## src/rtl/keypoint_scan_ctrl_pkg.sv

```systemverilog
// rtl/keypoint_scan_ctrl_pkg.sv - shared SIFT scan types, state encoding and helpers
package keypoint_scan_ctrl_pkg;

    localparam int COORD_W = 10;
    localparam int SCALE_W = 2;

    typedef enum logic [1:0] {
        ST_IDLE  = 2'd0,
        ST_SCAN  = 2'd1,
        ST_DRAIN = 2'd2,
        ST_DONE  = 2'd3
    } scan_state_t;

    typedef struct packed {
        logic [COORD_W-1:0] x;
        logic [COORD_W-1:0] y;
        logic [SCALE_W-1:0] scale;
    } kp_rec_t;

    typedef struct packed {
        logic               valid;
        logic               cand;
        logic [COORD_W-1:0] x;
        logic [COORD_W-1:0] y;
    } scan_tag_t;

    localparam int KP_REC_W = $bits(kp_rec_t);

    // Columns closer than `border` to either frame edge never yield keypoints.
    function automatic logic in_border_window(input logic [COORD_W-1:0] x,
                                              input int border, input int img_w);
        return (int'(x) >= border) && (int'(x) <= img_w - 1 - border);
    endfunction

endpackage

```

## src/rtl/keypoint_scan_ctrl_kp_fifo.sv

```systemverilog
// rtl/keypoint_scan_ctrl_kp_fifo.sv - synchronous first-word-fall-through keypoint queue
module kp_fifo #(
    parameter int DEPTH = 16,
    parameter int WIDTH = 22
) (
    input  logic             iclk,
    input  logic             irst,
    input  logic             ipush,
    input  logic [WIDTH-1:0] ipush_data,
    input  logic             ipop,
    output logic [WIDTH-1:0] odata,
    output logic             oempty,
    output logic             ofull
);

    localparam int AW = (DEPTH > 1) ? $clog2(DEPTH) : 1;

    logic [WIDTH-1:0] mem [DEPTH];
    logic [AW-1:0]    wr_ptr;
    logic [AW-1:0]    rd_ptr;
    logic [AW:0]      count;

    // Storage write; the caller only pushes when a slot is free or one is popped this cycle.
    always_ff @(posedge iclk) begin
        if (ipush) begin
            mem[wr_ptr] <= ipush_data;
        end
    end

    // Pointer and occupancy tracking; pointers wrap naturally on a power-of-two depth.
    always_ff @(posedge iclk) begin
        if (irst) begin
            wr_ptr <= '0;
            rd_ptr <= '0;
            count  <= '0;
        end else begin
            if (ipush) begin
                wr_ptr <= wr_ptr + AW'(1);
            end
            if (ipop) begin
                rd_ptr <= rd_ptr + AW'(1);
            end
            case ({ipush, ipop})
                2'b10:   count <= count + (AW+1)'(1);
                2'b01:   count <= count - (AW+1)'(1);
                default: count <= count;
            endcase
        end
    end

    assign odata  = mem[rd_ptr];
    assign oempty = (count == '0);
    assign ofull  = (count == (AW+1)'(DEPTH));

endmodule

```

## src/rtl/keypoint_scan_ctrl.sv

```systemverilog
// rtl/keypoint_scan_ctrl.sv - raster scan, stability tag pipeline and keypoint queue control
module keypoint_scan_ctrl
    import keypoint_scan_ctrl_pkg::*;
#(
    parameter int IMG_W      = 640,
    parameter int IMG_H      = 480,
    parameter int LAT        = 8,
    parameter int FIFO_DEPTH = 16,
    parameter int BORDER     = 1
) (
    input  logic         iclk,
    input  logic         irst,
    input  logic         istart,
    input  logic         ipix_valid,
    input  logic         iextrema_en,
    input  logic         istable_en,
    input  logic [1:0]   iscale,
    input  logic         okp_ready,
    output logic         okp_valid,
    output logic [9:0]   okp_x,
    output logic [9:0]   okp_y,
    output logic [1:0]   okp_scale,
    output logic         obusy,
    output logic         odone,
    output logic         ooverflow,
    output logic [15:0]  okp_count
);

    localparam int DCW = $clog2(LAT) + 1;

    scan_state_t          state;
    scan_state_t          state_nxt;
    logic [COORD_W-1:0]   x_cnt;
    logic [COORD_W-1:0]   y_cnt;
    logic [SCALE_W-1:0]   scale_q;
    logic [DCW-1:0]       drain_cnt;
    scan_tag_t            tags [LAT];
    scan_tag_t            tail;

    logic                 start_acc;
    logic                 pix_acc;
    logic                 last_pix;
    logic                 push_req;
    logic                 push_ok;
    logic                 drop;
    logic                 pop;
    logic                 fifo_empty;
    logic                 fifo_full;
    kp_rec_t              push_rec;
    kp_rec_t              rd_rec;

    assign start_acc = istart & (state == ST_IDLE);
    assign pix_acc   = ipix_valid & (state == ST_SCAN);
    assign last_pix  = pix_acc & (x_cnt == COORD_W'(IMG_W - 1)) & (y_cnt == COORD_W'(IMG_H - 1));

    // FSM state register.
    always_ff @(posedge iclk) begin
        if (irst) begin
            state <= ST_IDLE;
        end else begin
            state <= state_nxt;
        end
    end

    // FSM next state and status outputs; DONE lands LAT cycles after the last pixel.
    always_comb begin
        state_nxt = state;
        obusy     = 1'b0;
        odone     = 1'b0;
        case (state)
            ST_IDLE: begin
                if (start_acc) begin
                    state_nxt = ST_SCAN;
                end
            end
            ST_SCAN: begin
                obusy = 1'b1;
                if (last_pix) begin
                    state_nxt = ST_DRAIN;
                end
            end
            ST_DRAIN: begin
                obusy = 1'b1;
                if (drain_cnt == DCW'(LAT - 2)) begin
                    state_nxt = ST_DONE;
                end
            end
            ST_DONE: begin
                odone     = 1'b1;
                state_nxt = ST_IDLE;
            end
            default: state_nxt = ST_IDLE;
        endcase
    end

    // Raster position counters and the frame's latched scale.
    always_ff @(posedge iclk) begin
        if (irst) begin
            x_cnt   <= '0;
            y_cnt   <= '0;
            scale_q <= '0;
        end else if (start_acc) begin
            x_cnt   <= '0;
            y_cnt   <= '0;
            scale_q <= iscale;
        end else if (pix_acc) begin
            if (x_cnt == COORD_W'(IMG_W - 1)) begin
                x_cnt <= '0;
                y_cnt <= y_cnt + COORD_W'(1);
            end else begin
                x_cnt <= x_cnt + COORD_W'(1);
            end
        end
    end

    // Cycles spent in DRAIN, restarted whenever the FSM is elsewhere.
    always_ff @(posedge iclk) begin
        if (irst || state != ST_DRAIN) begin
            drain_cnt <= '0;
        end else begin
            drain_cnt <= drain_cnt + DCW'(1);
        end
    end

    // Free-running tag delay line; the tail lines up with that window's istable_en.
    always_ff @(posedge iclk) begin
        if (irst) begin
            for (int i = 0; i < LAT; i++) begin
                tags[i] <= '0;
            end
        end else begin
            tags[0] <= '{valid: pix_acc, cand: iextrema_en, x: x_cnt, y: y_cnt};
            for (int i = 1; i < LAT; i++) begin
                tags[i] <= tags[i-1];
            end
        end
    end

    assign tail     = tags[LAT-1];
    assign push_req = tail.valid & tail.cand & istable_en & in_border_window(tail.x, BORDER, IMG_W);
    assign pop      = okp_valid & okp_ready;
    assign push_ok  = push_req & (~fifo_full | pop);
    assign drop     = push_req & fifo_full & ~pop;
    assign push_rec = '{x: tail.x, y: tail.y, scale: scale_q};

    // Per-frame keypoint count and sticky drop flag, both cleared by a new frame.
    always_ff @(posedge iclk) begin
        if (irst || start_acc) begin
            okp_count <= '0;
            ooverflow <= 1'b0;
        end else begin
            if (push_ok && okp_count != 16'hFFFF) begin
                okp_count <= okp_count + 16'd1;
            end
            if (drop) begin
                ooverflow <= 1'b1;
            end
        end
    end

    kp_fifo #(
        .DEPTH (FIFO_DEPTH),
        .WIDTH (KP_REC_W)
    ) u_kp_fifo (
        .iclk       (iclk),
        .irst       (irst),
        .ipush      (push_ok),
        .ipush_data (push_rec),
        .ipop       (pop),
        .odata      (rd_rec),
        .oempty     (fifo_empty),
        .ofull      (fifo_full)
    );

    assign okp_valid = ~fifo_empty;
    assign okp_x     = rd_rec.x;
    assign okp_y     = rd_rec.y;
    assign okp_scale = rd_rec.scale;

endmodule

```

## config.mk

```make
export PLATFORM = sky130hd
export DESIGN_NAME = keypoint_scan_ctrl
export DESIGN_NICKNAME = d
export VERILOG_FILES = /design/src/rtl/keypoint_scan_ctrl_pkg.sv /design/src/rtl/keypoint_scan_ctrl_kp_fifo.sv /design/src/rtl/keypoint_scan_ctrl.sv
export SDC_FILE = /design/constraint.sdc
export NUM_CORES = 1
export LEC_CHECK = 0
export CAP_MARGIN = 20
export CORE_ASPECT_RATIO = 1.25
export CORE_UTILIZATION = 35
export CTS_CLUSTER_DIAMETER = 50
export CTS_CLUSTER_SIZE = 14
export DETAILED_ROUTE_END_ITERATION = 6
export HOLD_SLACK_MARGIN = 0.05
export MAX_ROUTING_LAYER = met4
export PLACE_DENSITY = 0.48
export SETUP_SLACK_MARGIN = 0.05
export SKIP_CTS_REPAIR_TIMING = 1
export SLEW_MARGIN = 25
export SYNTH_ARGS = -nofsm -noshare
export SYNTH_HDL_FRONTEND = slang
export SYNTH_SLANG_ARGS = --single-unit
```

## constraint.sdc

```tcl
create_clock -name iclk -period 4.2 [get_ports iclk]
set_clock_uncertainty 0.15 [all_clocks]
set_input_delay 0.84 -clock iclk [delete_from_list [all_inputs] [get_ports iclk]]
set_output_delay 0.84 -clock iclk [all_outputs]
set_load 0.05 [all_outputs]
```

==> impl_metrics.json <==
{
  "placementRows": 100,
  "crit_arrival_ns": 3.05,
  "synth_cell_type_count": 48,
  "pin_count": 51,
  "layout-drive-gt1-share": 0.170,
  "p_switching_uw": 2250,
  "hold_path_end": "tags[1][52]",
  "required_ns": 3.21,
  "rsz0062_at_grt": "no",
  "synthesis.area_sq_um": 21100,
  "clockBufferDepth": 3,
  "ys_seq_area_frac": 0.726,
  "die_h_um": 277,
  "cp-start-kind": "register",
  "fmax_ghz": 0.247,
  "holdCritPathClass": "reg2reg",
  "p_sw_frac": 0.208,
  "die-area_sq_um": 61300,
  "top_layer": "met4",
  "tightest_slew_ns": 0.887,
  "power_density_nw_per_um2": 443,
  "drt_first_pass_iters": 5,
  "dp_slack_ns": 0.414,
  "hpwl_um": 22700,
  "antenna_found_initial": 1,
  "fp.dieW_um": 222,
  "status": "finished clean",
  "cts.sinks": 590,
  "yosysWarnings": 0,
  "grt_usage": 0.146,
  "grt_pass1_wl_um": 65200,
  "core_sq_um": 59600,
  "final_nets": 1353,
  "wl_met1_um": 18100,
  "ant_nets": 0,
  "slew_headroom": 0.408,
  "root_buffer": "clkbuf_16",
  "pwr-share-clk": 0.412,
  "synth_top_flop_cell": "edfxtp_1",
  "gp_congestion": 0.750,
  "drt_iter0_markers": 681,
  "drv_slew": 0,
  "pwr-share-seq": 0.566,
  "portBuffers": 50,
  "p_int_uw": 8560,
  "grt-ovfl-total": 0,
  "synth-seq-cells": 590,
  "cts_buffers": 52,
  "clkTransAtPathRegs_ns": 0.07,
  "combPwrFrac": 0.022,
  "path_max_fanout": 21,
  "vias": 10200,
  "crit_type": "reg2out",
  "grt_max_degree": 202,
  "fin_total_pwr_uw": 10800,
  "hold_viol_final": 0,
  "synth_edf_count": 352,
  "fin_crit_ns": 4.04,
  "maxCapViolCount": 0,
  "first_global_vias": 10400,
  "worst_slack_ns": 0.159,
  "cp-end-kind": "output port",
  "stdcell_count": 2122,
  "drc": 0,
  "setup_viol": 0,
  "worstRegToRegCells": 8,
  "setup-tns-final_ns": 0,
  "clk_latency_ns": 0.60,
  "hold_start": "tags[1][30]",
  "htree_levels": 2,
  "routed-wl-met2_um": 22000,
  "async_reset_ff_frac": 0,
  "placed_cells": 2036,
  "wl_per_cell_um": 20.0,
  "reg2reg_slack_ns": 0.70,
  "synth.net_count": 1271,
  "viasPerCell": 4.82,
  "reg2reg_to": "u_kp_fifo.count[4]",
  "whs_path_depth": 1,
  "routed_wirelength_um": 42500,
  "start_util": 0.355,
  "cts_tree": "yes",
  "leakage_uw": 0.00881,
  "synth.avg_cell_area_sq_um": 17.0,
  "wl_met3_um": 1430,
  "synth_cells": 1243,
  "crit-reg2reg-launch": "tags[1][78]",
  "ir_worst_vdd_v": 0.000313,
  "finalCritPeriodShare": 0.962,
  "area_growth_pct": 15.4
}
==> through the flow <==
| step | utilization | instance area, sq um | hold slack (ns) |
|---|---|---|---|
| after floorplan | - | 21100 | 0.264 |
| after global placement | 0.383 | 22800 | 0.265 |
| after detailed placement | 0.383 | 22800 | 0.270 |
| after CTS | 0.408 | 24300 | 0.268 |
| after global routing | 0.409 | 24400 | 0.287 |
| final | 0.409 | 24400 | 0.270 |
==> final cells by class <==
class,instances,area [sq um]
clock inverter,15,135
clock buffer,70,1390
fill,5382,35200
antenna,1,2.50
sequential,590,15300
tap,765,957
multi-input combinational,587,5550
inverter,8,30.0
timing repair buffer,86,962
==> cells in the final DEF, fill, tap and decap left out, drive strengths merged, types with 5 or more instances in the layout <==
cell type      instances
dlymetal6s2s          12
clkbuf                70
mux2i                  7
mux4                 110
ha                    18
clkinv                 8
o21ai                 11
nand2b                 8
nor3                  12
o31ai                  5
a21oi                 26
buf                   38
nand4                 16
nand2                 35
dfxtp                238
clkdlybuf4s50         36
nor2b                181
or4                    6
and3                  23
inv                   13
nand3                 15
nor2                  42
and4                   5
xnor2                  9
xor2                  15
edfxtp               352
nor4                   6
or3                    5
nor3b                  5
==> cells in the mapped netlist (7+ instances only) <==
cell | n | share of area
nand2b_1 | 8 | 0.0024
edfxtp_1 | 352 | 0.50
nor3_1 | 12 | 0.0028
nand2_1 | 35 | 0.0062
xor2_1 | 15 | 0.0062
xnor2_1 | 9 | 0.0037
mux2i_1 | 7 | 0.0033
nand3_1 | 14 | 0.0033
nand4_1 | 16 | 0.0047
buf_2 | 7 | 0.0017
nor2_1 | 42 | 0.0075
mux4_2 | 110 | 0.12
a21oi_1 | 26 | 0.0062
clkbuf_1 | 47 | 0.0084
o21ai_0 | 11 | 0.0026
inv_1 | 8 | 0.0014
and3_1 | 23 | 0.0068
nor2b_1 | 181 | 0.054
ha_1 | 18 | 0.011
dfxtp_1 | 238 | 0.23
==> registers in the layout (all words and copies together), names as in the netlist, named ones only <==
register	flops
u_kp_fifo.count	5
u_kp_fifo.rd_ptr	4
y_cnt	10
okp_count	16
state	2
tags	176
u_kp_fifo.mem	352
scale_q	2
u_kp_fifo.wr_ptr	4
x_cnt	10
ooverflow	1
drain_cnt	4
==> power by group through the flow <==
stage | Sequential [uW] | Clock (uW) | Combinational, uW
final | 6120 | 4450 | 236
after global routing | 6120 | 4840 | 266
after CTS | 6120 | 4630 | 241
after detailed placement | 6250 | 0 | 239
after global placement | 6250 | 0 | 239
after floorplan | 6240 | 0 | 175
==> layer usage <==
metal	track usage	vias to the layer above
met3	0.0255	64
met2	0.251	136
met4	0.0442	0
met1	0.174	5218
li1	-	4818
met5	-	-
==> cells by family after synthesis <==
group	after synthesis	synth area share
flops	590	0.726
simple gates	368	0.101
mux	119	0.122
buf+inv	66	0.0125
compound gates	57	0.0167
xor+xnor	24	0.00995
fa+ha+maj	19	0.0116
==> critical path, cell delays in order (launching register included) <==
cell and delay, ns:
dfxtp_4 0.58, buf_4 0.32, mux4_2 0.35, mux4_2 0.47, clkdlybuf4s50_1 0.71
==> how the worst max path moves through the flow <==
stage | from | end | cells past startpoint
after floorplan | istable_en | u_kp_fifo.mem[11][0] | 4
after global placement | istable_en | u_kp_fifo.count[4] | 9
after detailed placement | istable_en | u_kp_fifo.count[4] | 9
after CTS | register | okp_scale[1] | 4
after global routing | register | okp_y[2] | 4
final | register | okp_y[2] | 4
No activity file was read; power rests on OpenSTA's default activity.
